$ cat config.mk
export PLATFORM = sky130hd
export DESIGN_NAME = uart_tx
export DESIGN_NICKNAME = d
export VERILOG_FILES = /design/src/rtl/uart_tx.sv
export SDC_FILE = /design/constraint.sdc
export NUM_CORES = 1
export LEC_CHECK = 0
export CORE_MARGIN = 2
export CORE_UTILIZATION = 45
export CTS_BUF_LIST = sky130_fd_sc_hd__clkbuf_2 sky130_fd_sc_hd__clkbuf_4 sky130_fd_sc_hd__clkbuf_8
export DETAILED_ROUTE_END_ITERATION = 12
export PLACE_DENSITY = 0.6
export SLEW_MARGIN = 25
export SYNTH_ARGS = -nofsm -noshare
export SYNTH_HDL_FRONTEND = slang
export SYNTH_SLANG_ARGS = --single-unit
$ cat constraint.sdc
create_clock -name clk -period 2.8 [get_ports clk]
set_input_delay 0.56 -clock clk [delete_from_list [all_inputs] [get_ports clk]]
set_output_delay 0.56 -clock clk [all_outputs]
set_load 0.01 [all_outputs]
$ cat src/rtl/uart_tx.sv
// UART transmitter with a small byte FIFO: 8N1 by default, 8E1 when UART_TX_PARITY_EN is defined.
// Bytes enter through a valid/ready handshake and leave LSB-first on a flop-driven tx line.
module uart_tx #(
  parameter int CLK_HZ       = 25000000,
  parameter int BAUD         = 9600,
  parameter int CLKS_PER_BIT = CLK_HZ / BAUD,
  parameter int FIFO_DEPTH   = 4
) (
  input  logic                          clk,
  input  logic                          rst_n,
  input  logic [7:0]                    tx_data,
  input  logic                          tx_valid,
  output logic                          tx_ready,
  output logic                          tx,
  output logic                          busy,
  output logic [$clog2(FIFO_DEPTH):0]   fifo_count
);

  localparam int PTR_W = $clog2(FIFO_DEPTH);
  localparam int CNT_W = (CLKS_PER_BIT > 1) ? $clog2(CLKS_PER_BIT) : 1;
  localparam logic [CNT_W-1:0] CNT_LAST = CNT_W'(CLKS_PER_BIT - 1);
  localparam logic [PTR_W:0]   DEPTH_C  = (PTR_W + 1)'(FIFO_DEPTH);

`ifdef UART_TX_PARITY_EN
  typedef enum logic [2:0] {IDLE, START, DATA, PARITY, STOP} state_t;
`else
  typedef enum logic [2:0] {IDLE, START, DATA, STOP} state_t;
`endif

  state_t               state, state_next;
  logic [CNT_W-1:0]     cnt, cnt_next;
  logic [7:0]           shift, shift_next;
  logic [2:0]           idx, idx_next;
  logic                 tx_next;
  logic                 pop, push, bit_end;
  logic [7:0]           mem [FIFO_DEPTH];
  logic [PTR_W-1:0]     wr_ptr, rd_ptr;
  logic [7:0]           head;
`ifdef UART_TX_PARITY_EN
  logic                 parity, parity_next;
`endif

  // Handshake: a byte transfers on a rising edge where tx_valid && tx_ready;
  // tx_ready depends only on the registered count, so a full FIFO never accepts.
  assign tx_ready = (fifo_count < DEPTH_C);
  assign push     = tx_valid && tx_ready;
  assign head     = mem[rd_ptr];
  assign bit_end  = (cnt == CNT_LAST);

  always_ff @(posedge clk) begin
    if (push) mem[wr_ptr] <= tx_data;
  end

  always_ff @(posedge clk or negedge rst_n) begin
    if (!rst_n) begin
      wr_ptr     <= '0;
      rd_ptr     <= '0;
      fifo_count <= '0;
    end else begin
      if (push) wr_ptr <= wr_ptr + PTR_W'(1);
      if (pop)  rd_ptr <= rd_ptr + PTR_W'(1);
      if (push && !pop)      fifo_count <= fifo_count + (PTR_W + 1)'(1);
      else if (pop && !push) fifo_count <= fifo_count - (PTR_W + 1)'(1);
    end
  end

  always_comb begin
    state_next = state;
    cnt_next   = cnt;
    shift_next = shift;
    idx_next   = idx;
    pop        = 1'b0;
`ifdef UART_TX_PARITY_EN
    parity_next = parity;
`endif
    case (state)
      IDLE: begin
        if (fifo_count != '0) begin
          pop        = 1'b1;
          shift_next = head;
          cnt_next   = '0;
          state_next = START;
`ifdef UART_TX_PARITY_EN
          parity_next = ^head;
`endif
        end
      end
      START: begin
        if (bit_end) begin
          cnt_next   = '0;
          idx_next   = 3'd0;
          state_next = DATA;
        end else begin
          cnt_next = cnt + CNT_W'(1);
        end
      end
      DATA: begin
        if (bit_end) begin
          cnt_next   = '0;
          shift_next = {1'b0, shift[7:1]};
          idx_next   = idx + 3'd1;
`ifdef UART_TX_PARITY_EN
          if (idx == 3'd7) state_next = PARITY;
`else
          if (idx == 3'd7) state_next = STOP;
`endif
        end else begin
          cnt_next = cnt + CNT_W'(1);
        end
      end
`ifdef UART_TX_PARITY_EN
      PARITY: begin
        if (bit_end) begin
          cnt_next   = '0;
          state_next = STOP;
        end else begin
          cnt_next = cnt + CNT_W'(1);
        end
      end
`endif
      STOP: begin
        if (bit_end) begin
          cnt_next = '0;
          // A waiting byte starts its frame on the very next cycle, no idle gap.
          if (fifo_count != '0) begin
            pop        = 1'b1;
            shift_next = head;
            state_next = START;
`ifdef UART_TX_PARITY_EN
            parity_next = ^head;
`endif
          end else begin
            state_next = IDLE;
          end
        end else begin
          cnt_next = cnt + CNT_W'(1);
        end
      end
      default: state_next = IDLE;
    endcase

    tx_next = 1'b1;
    case (state_next)
      START:   tx_next = 1'b0;
      DATA:    tx_next = shift_next[0];
`ifdef UART_TX_PARITY_EN
      PARITY:  tx_next = parity_next;
`endif
      default: tx_next = 1'b1;
    endcase
  end

  always_ff @(posedge clk or negedge rst_n) begin
    if (!rst_n) begin
      state <= IDLE;
      cnt   <= '0;
      shift <= '0;
      idx   <= '0;
      tx    <= 1'b1;
      busy  <= 1'b0;
`ifdef UART_TX_PARITY_EN
      parity <= 1'b0;
`endif
    end else begin
      state <= state_next;
      cnt   <= cnt_next;
      shift <= shift_next;
      idx   <= idx_next;
      tx    <= tx_next;
      busy  <= (state_next != IDLE);
`ifdef UART_TX_PARITY_EN
      parity <= parity_next;
`endif
    end
  end

endmodule

# == After elaboration in Yosys (flattened, before gate mapping) ==
# Memory sizes are Yosys's and may differ from the RTL's.
# Cells that the tools add are included.
# totals
output_inout_bits,6
word_cells,70
reg_bits,35
mem_count,1
input_bits,11
mem_bits_rw,32
# mem_list
memory,depth,word_bits,read_ports,rd_clocked_by_memory_dff,write_ports,line_no,rtl
mem,4,8,1,0,1,36,logic [7:0] mem [FIFO_DEPTH];
# op_classes
magnitude_cmp,1
n_addsub,6
reduce_logical,16
n_mux,25
eq_ne,11
# ops
cell,n
2-to-1 mux 3 bit,9
2-to-1 mux 12 bit,2
2-to-1 mux 8 bit,3
one-hot mux 12 bit (2 select lines),1
one-hot mux 8 bit (3 select lines),1
"adder 12 x 1 -> 12 bit, second input constant",1
"== test 12 bit, second input constant",1
one-hot mux 3 bit (4 select lines),1
"== test 3 x 2 -> 1 bit, second input constant",3
nonzero test 3 bit,3
"!= test 2 bit, second input constant",4
"adder 3 x 1 -> 3 bit, second input constant",2
"== test 3 x 1 -> 1 bit, second input constant",2
one-hot mux 3 bit (2 select lines),1
AND reduction 3 bit,2
nonzero test 2 bit,3
2-to-1 mux 1 bit,5
"adder 2 x 1 -> 2 bit, second input constant",2
one-hot mux 1 bit (2 select lines),2
"== test 3 bit, second input constant",1
logical AND 1 bit,3
zero test 3 bit,1
"less-than comparator 3 bit, second input constant",1
OR reduction 3 bit,1
other kinds (3),4

# == Longest topological paths before layout ==
# logic_depth
ltp_word,7
ltp_mapped,10
ltp_nobuf,10

# == Worst setup path before layout ==
# Ideal clock, no wire load.
# synth_timing
path_type,register to register
from,register cnt[6]
to,register fifo_count[1]
synth_period_minus_slack_ns,2.334
setup_time_ns,0.125
arrival_time_ns,2.210
n_path_buf,0
path_stages_with_launch,8
slack_ns,0.466
required_time_ns,2.675
path_cell_list,dfrtp_1 > or3b_4 > nor3_4 > o21ai_2 > ha_1 > inv_1 > fa_1 > mux2_2
# synth_via
elab_chain_len,6
word_cells_on_any_way,8
classes_between,eq/ne: 1; mux: 3; reduce/logical: 4
# synth_lines
item,line_no,rtl
"start, declared",31,"logic [CNT_W-1:0] cnt, cnt_next;"
"start signal, assigned",166,cnt <= cnt_next;
== test 12 bit *,48,assign bit_end = (cnt == CNT_LAST);
2-to-1 mux 1 bit *,122,if (bit_end) begin
one-hot mux 1 bit (2 select lines) *,76,case (state)
zero test 1 bit,62,if (push && !pop) fifo_count <= fifo_count + (PTR_W + 1)'(1);
logical AND 1 bit,62,
2-to-1 mux 3 bit / nonzero test 2 bit (equally long branches),--,
"end signal, assigned",62,
"end signal, assigned",63,else if (pop && !push) fifo_count <= fifo_count - (PTR_W + 1)'(1);
"end, declared",16,output logic [$clog2(FIFO_DEPTH):0] fifo_count
# Mark *: on every way between the ends. The rest lies on a longest branch, timed or not.
# A chain may end at the register's enable or synchronous reset.

# == Final worst setup path ==
# layout_timing
from,register cnt[0]
to,register fifo_count[1]
# Same word-level chain as after synthesis.

==> summary.txt <==
Run status
  • Outcome: finished clean

Yosys
  • Multiplexer share of the synthesized area: 0.0713
  • Compound-gate portion of the synthesized area: 0.109
  • Post-synthesis sequential area ratio: 0.592
  • Async S/R FF share, synth: 0.522
  • Largest family of logic cells by synthesized area: simple AND/OR/NAND/NOR gates
  • Post-synth EDFFs: 32
  • Simple-Gate Fraction of Synth Area: 0.137
  • XOR/XNOR Fraction of Synth Area: 0.0282
  • Synthesis Warnings: 0
  • Top_reg_cell synth: dfrtp_1
  • Adder-Cell Fraction of Synth Area: 0.0387
  • Register bit total from synthesis: 67
  • Post-synth net total: 267
  • Synth unique cells: 48
  • Gate Count Post-Synth: 247
  • Mapped cell area: 0.00311 sq mm
  • Avg Inst Size Synth: 12.6 sq um

STA
  • Min cycle time layout: 2610 ps
  • Hold Violations, Final: 0
  • Least-Margin Pin Slew: 818 ps
  • Final setup violation count: 0
  • Clk_skew: 12.4 ps
  • Fmax: 383 MHz
  • Slew headroom: 0.455
  • RSZ-0062 raised after global routing: no
  • Crit share post-route: 0.933
  • Setup TNS: 0 ps
  • Slew Limit Fails: 0

Clock tree
  • Hold_buf cts: 0
  • Num CTS Buffers: 9
  • Max clock buf depth: 2
  • Post-CTS sizing: 0
  • TritonCTS Sinks: 67
  • CTS tree: yes
  • Clock Root Buffer: clkbuf_8
  • Worst-Skew Late Latency: 350 ps
  • Worst-path clk slew: 80 ps
  • H-tree depth: 3
  • Total setup buffers inserted after CTS: 0

Job
  • Max-cap violations: 0

Pwr
  • Max VDD drop: 0.464 mV
  • Power per Cell Area: 839 mW/mm^2
  • Leak: 1.41 nW

Route
  • DR WL/cell: 16.0 microns
  • Via count: 1972
  • Iteration-0 DRC Markers: 83
  • Post-Route WL: 5740 microns
  • DRC viols: 0
  • Post-route ant nets: 0
  • Vias per std cell: 5.49
  • Drt first pass iters: 5

Setup path
  • R2R depth: 8
  • Critical path type: reg -> reg
  • Type of origin of the critical path: register
  • Crit path DAT: 2840 ps
  • Critical R2R Launch: cnt[0]$_DFFE_PN0P_
  • Internal reg-to-reg setup slack: 190 ps
  • Top fanout value on the critical path: 8
  • CP Capture Type: register
  • Worst Path Required: 3030 ps
  • Reg-to-Reg End: fifo_count[1]$_DFFE_PN0P_

Final layout
  • Most frequent cells in the layout: 34 x dfrtp_1, 32 x edfxtp_1, 27 x nand2_1
  • Most common cell after layout, fill and taps aside: dfrtp_1
  • Final core utilization: 0.535
  • Share of cells above drive strength 1: 0.151
  • Area Overhead vs Synth: 15.7%
  • Final #Nets: 294
  • N_diodes: 0

Place
  • Gpl congestion: 0.795
  • Dpl hpwl: 3900 microns
  • # port buffers: 16

GRT
  • Overall routing resource usage: 0.175
  • Global-route wire length before repair: 9870 microns
  • Congestion Overflow GR: 0
  • Initial antenna violation count: 0
  • Largest net degree at the start of global routing: 36
  • Number of global-route vias before repair: 1980

Floorplan
  • Site Rows: 30
  • Die area: 0.00758 sq mm
  • Die width: 87.1 microns
  • Initial core utilization: 0.462
  • CORE AREA: 0.00672 sq mm
  • Num ports: 17
  • Die Span Y: 87.1 microns

Min path
  • HP Class: in -> async
[power breakdown]
group | total (W) | internal (W) | switching, W
combinational | 0.000754 | 0.000390 | 0.000363
sequential | 0.00141 | 0.00124 | 0.000174
clock | 0.000851 | 0.000427 | 0.000424
total | 0.00301 | 0.00205 | 0.000961
[state kept, by name, summed over array words and instances, names as in the netlist]
| name | flops |
|---|---|
| fifo_count | 3 |
| state | 3 |
| busy | 1 |
| idx | 3 |
| wr_ptr | 2 |
| rd_ptr | 2 |
| mem | 32 |
| cnt | 12 |
| shift | 8 |
| tx | 1 |
[metal layers]
metal  wire [microns]  track usage  up-vias
met5                0            0        -
met4              108       0.0881        0
met3              164       0.0398        8
met2             2780        0.275       31
met1             2690        0.228      957
li1                 -            -      976
[area by class of cell]
type / count / area (sq um)
Multi-Input combinational cell: 162 / 1200
Sequential cell: 67 / 1840
Inverter: 10 / 37.5
Clock buffer: 9 / 124
Fill cell: 567 / 3120
Tap cell: 80 / 100
Timing Repair Buffer: 24 / 215
Clock inverter: 7 / 83.8
[critical path, cell delays in order (launching register included)]
cell and delay (ps):
dfrtp_1 440, ha_1 280, nand4bb_1 210, nor3_4 360
o21ai_2 190, ha_1 270, inv_1 70, fa_1 400
mux2_2 260
[how the worst max path moves through the flow]
stage	start	slack (ps)	end
6_report	cnt[0]$_DFFE_PN0P_	190	fifo_count[1]$_DFFE_PN0P_
5_1_grt	cnt[0]$_DFFE_PN0P_	10	fifo_count[1]$_DFFE_PN0P_
4_1_cts	cnt[0]$_DFFE_PN0P_	180	fifo_count[1]$_DFFE_PN0P_
3_5_place_dp	cnt[0]$_DFFE_PN0P_	220	fifo_count[1]$_DFFE_PN0P_
3_3_place_gp	cnt[0]$_DFFE_PN0P_	310	fifo_count[1]$_DFFE_PN0P_
2_1_floorplan	cnt[6]$_DFFE_PN0P_	470	fifo_count[1]$_DFFE_PN0P_
[cell usage after synthesis, drive strengths merged (2+ instances only)]
master / n / area share
xor2: 5 / 0.014
buf: 3 / 0.0048
nor4: 2 / 0.0060
xnor2: 5 / 0.014
mux2i: 3 / 0.0097
inv: 10 / 0.012
nor2: 10 / 0.012
o21ai: 24 / 0.040
a32o: 3 / 0.0097
a22o: 2 / 0.0056
mux4: 8 / 0.058
nand4bb: 2 / 0.0072
and2: 4 / 0.0081
nor3: 12 / 0.026
nor2b: 3 / 0.0060
a21o: 4 / 0.0097
ha: 8 / 0.032
clkbuf: 5 / 0.0064
dfrtp: 34 / 0.27
nand2: 27 / 0.033
a22oi: 4 / 0.0097
nand3: 7 / 0.011
a21oi: 9 / 0.014
nor4bb: 3 / 0.0097
edfxtp: 32 / 0.31
[cell families after synthesis]
logic type      Yosys count
compound gates           53
mux                      12
fa+ha+maj                 9
other cells               1
xor+xnor                 10
buf+inv                  18
simple gates             77
flops                    67
[stage by stage]
| step | cell area (sq um) | hold WS (ps) | setup slack (ps) | instances | total power (W) |
|---|---|---|---|---|---|
| 4_1_cts | 3590 | 317 | 182 | 359 | 0.00306 |
| 3_3_place_gp | 3390 | 466 | 309 | 343 | 0.00219 |
| 2_1_floorplan | 3110 | 264 | 466 | 247 | 0.00192 |
| 3_5_place_dp | 3390 | 466 | 221 | 343 | 0.00220 |
| 6_report | 3590 | 296 | 188 | 359 | 0.00301 |
| 5_1_grt | 3590 | 370 | 11.0 | 359 | 0.00321 |
Power figures use the tool's default switching activity.
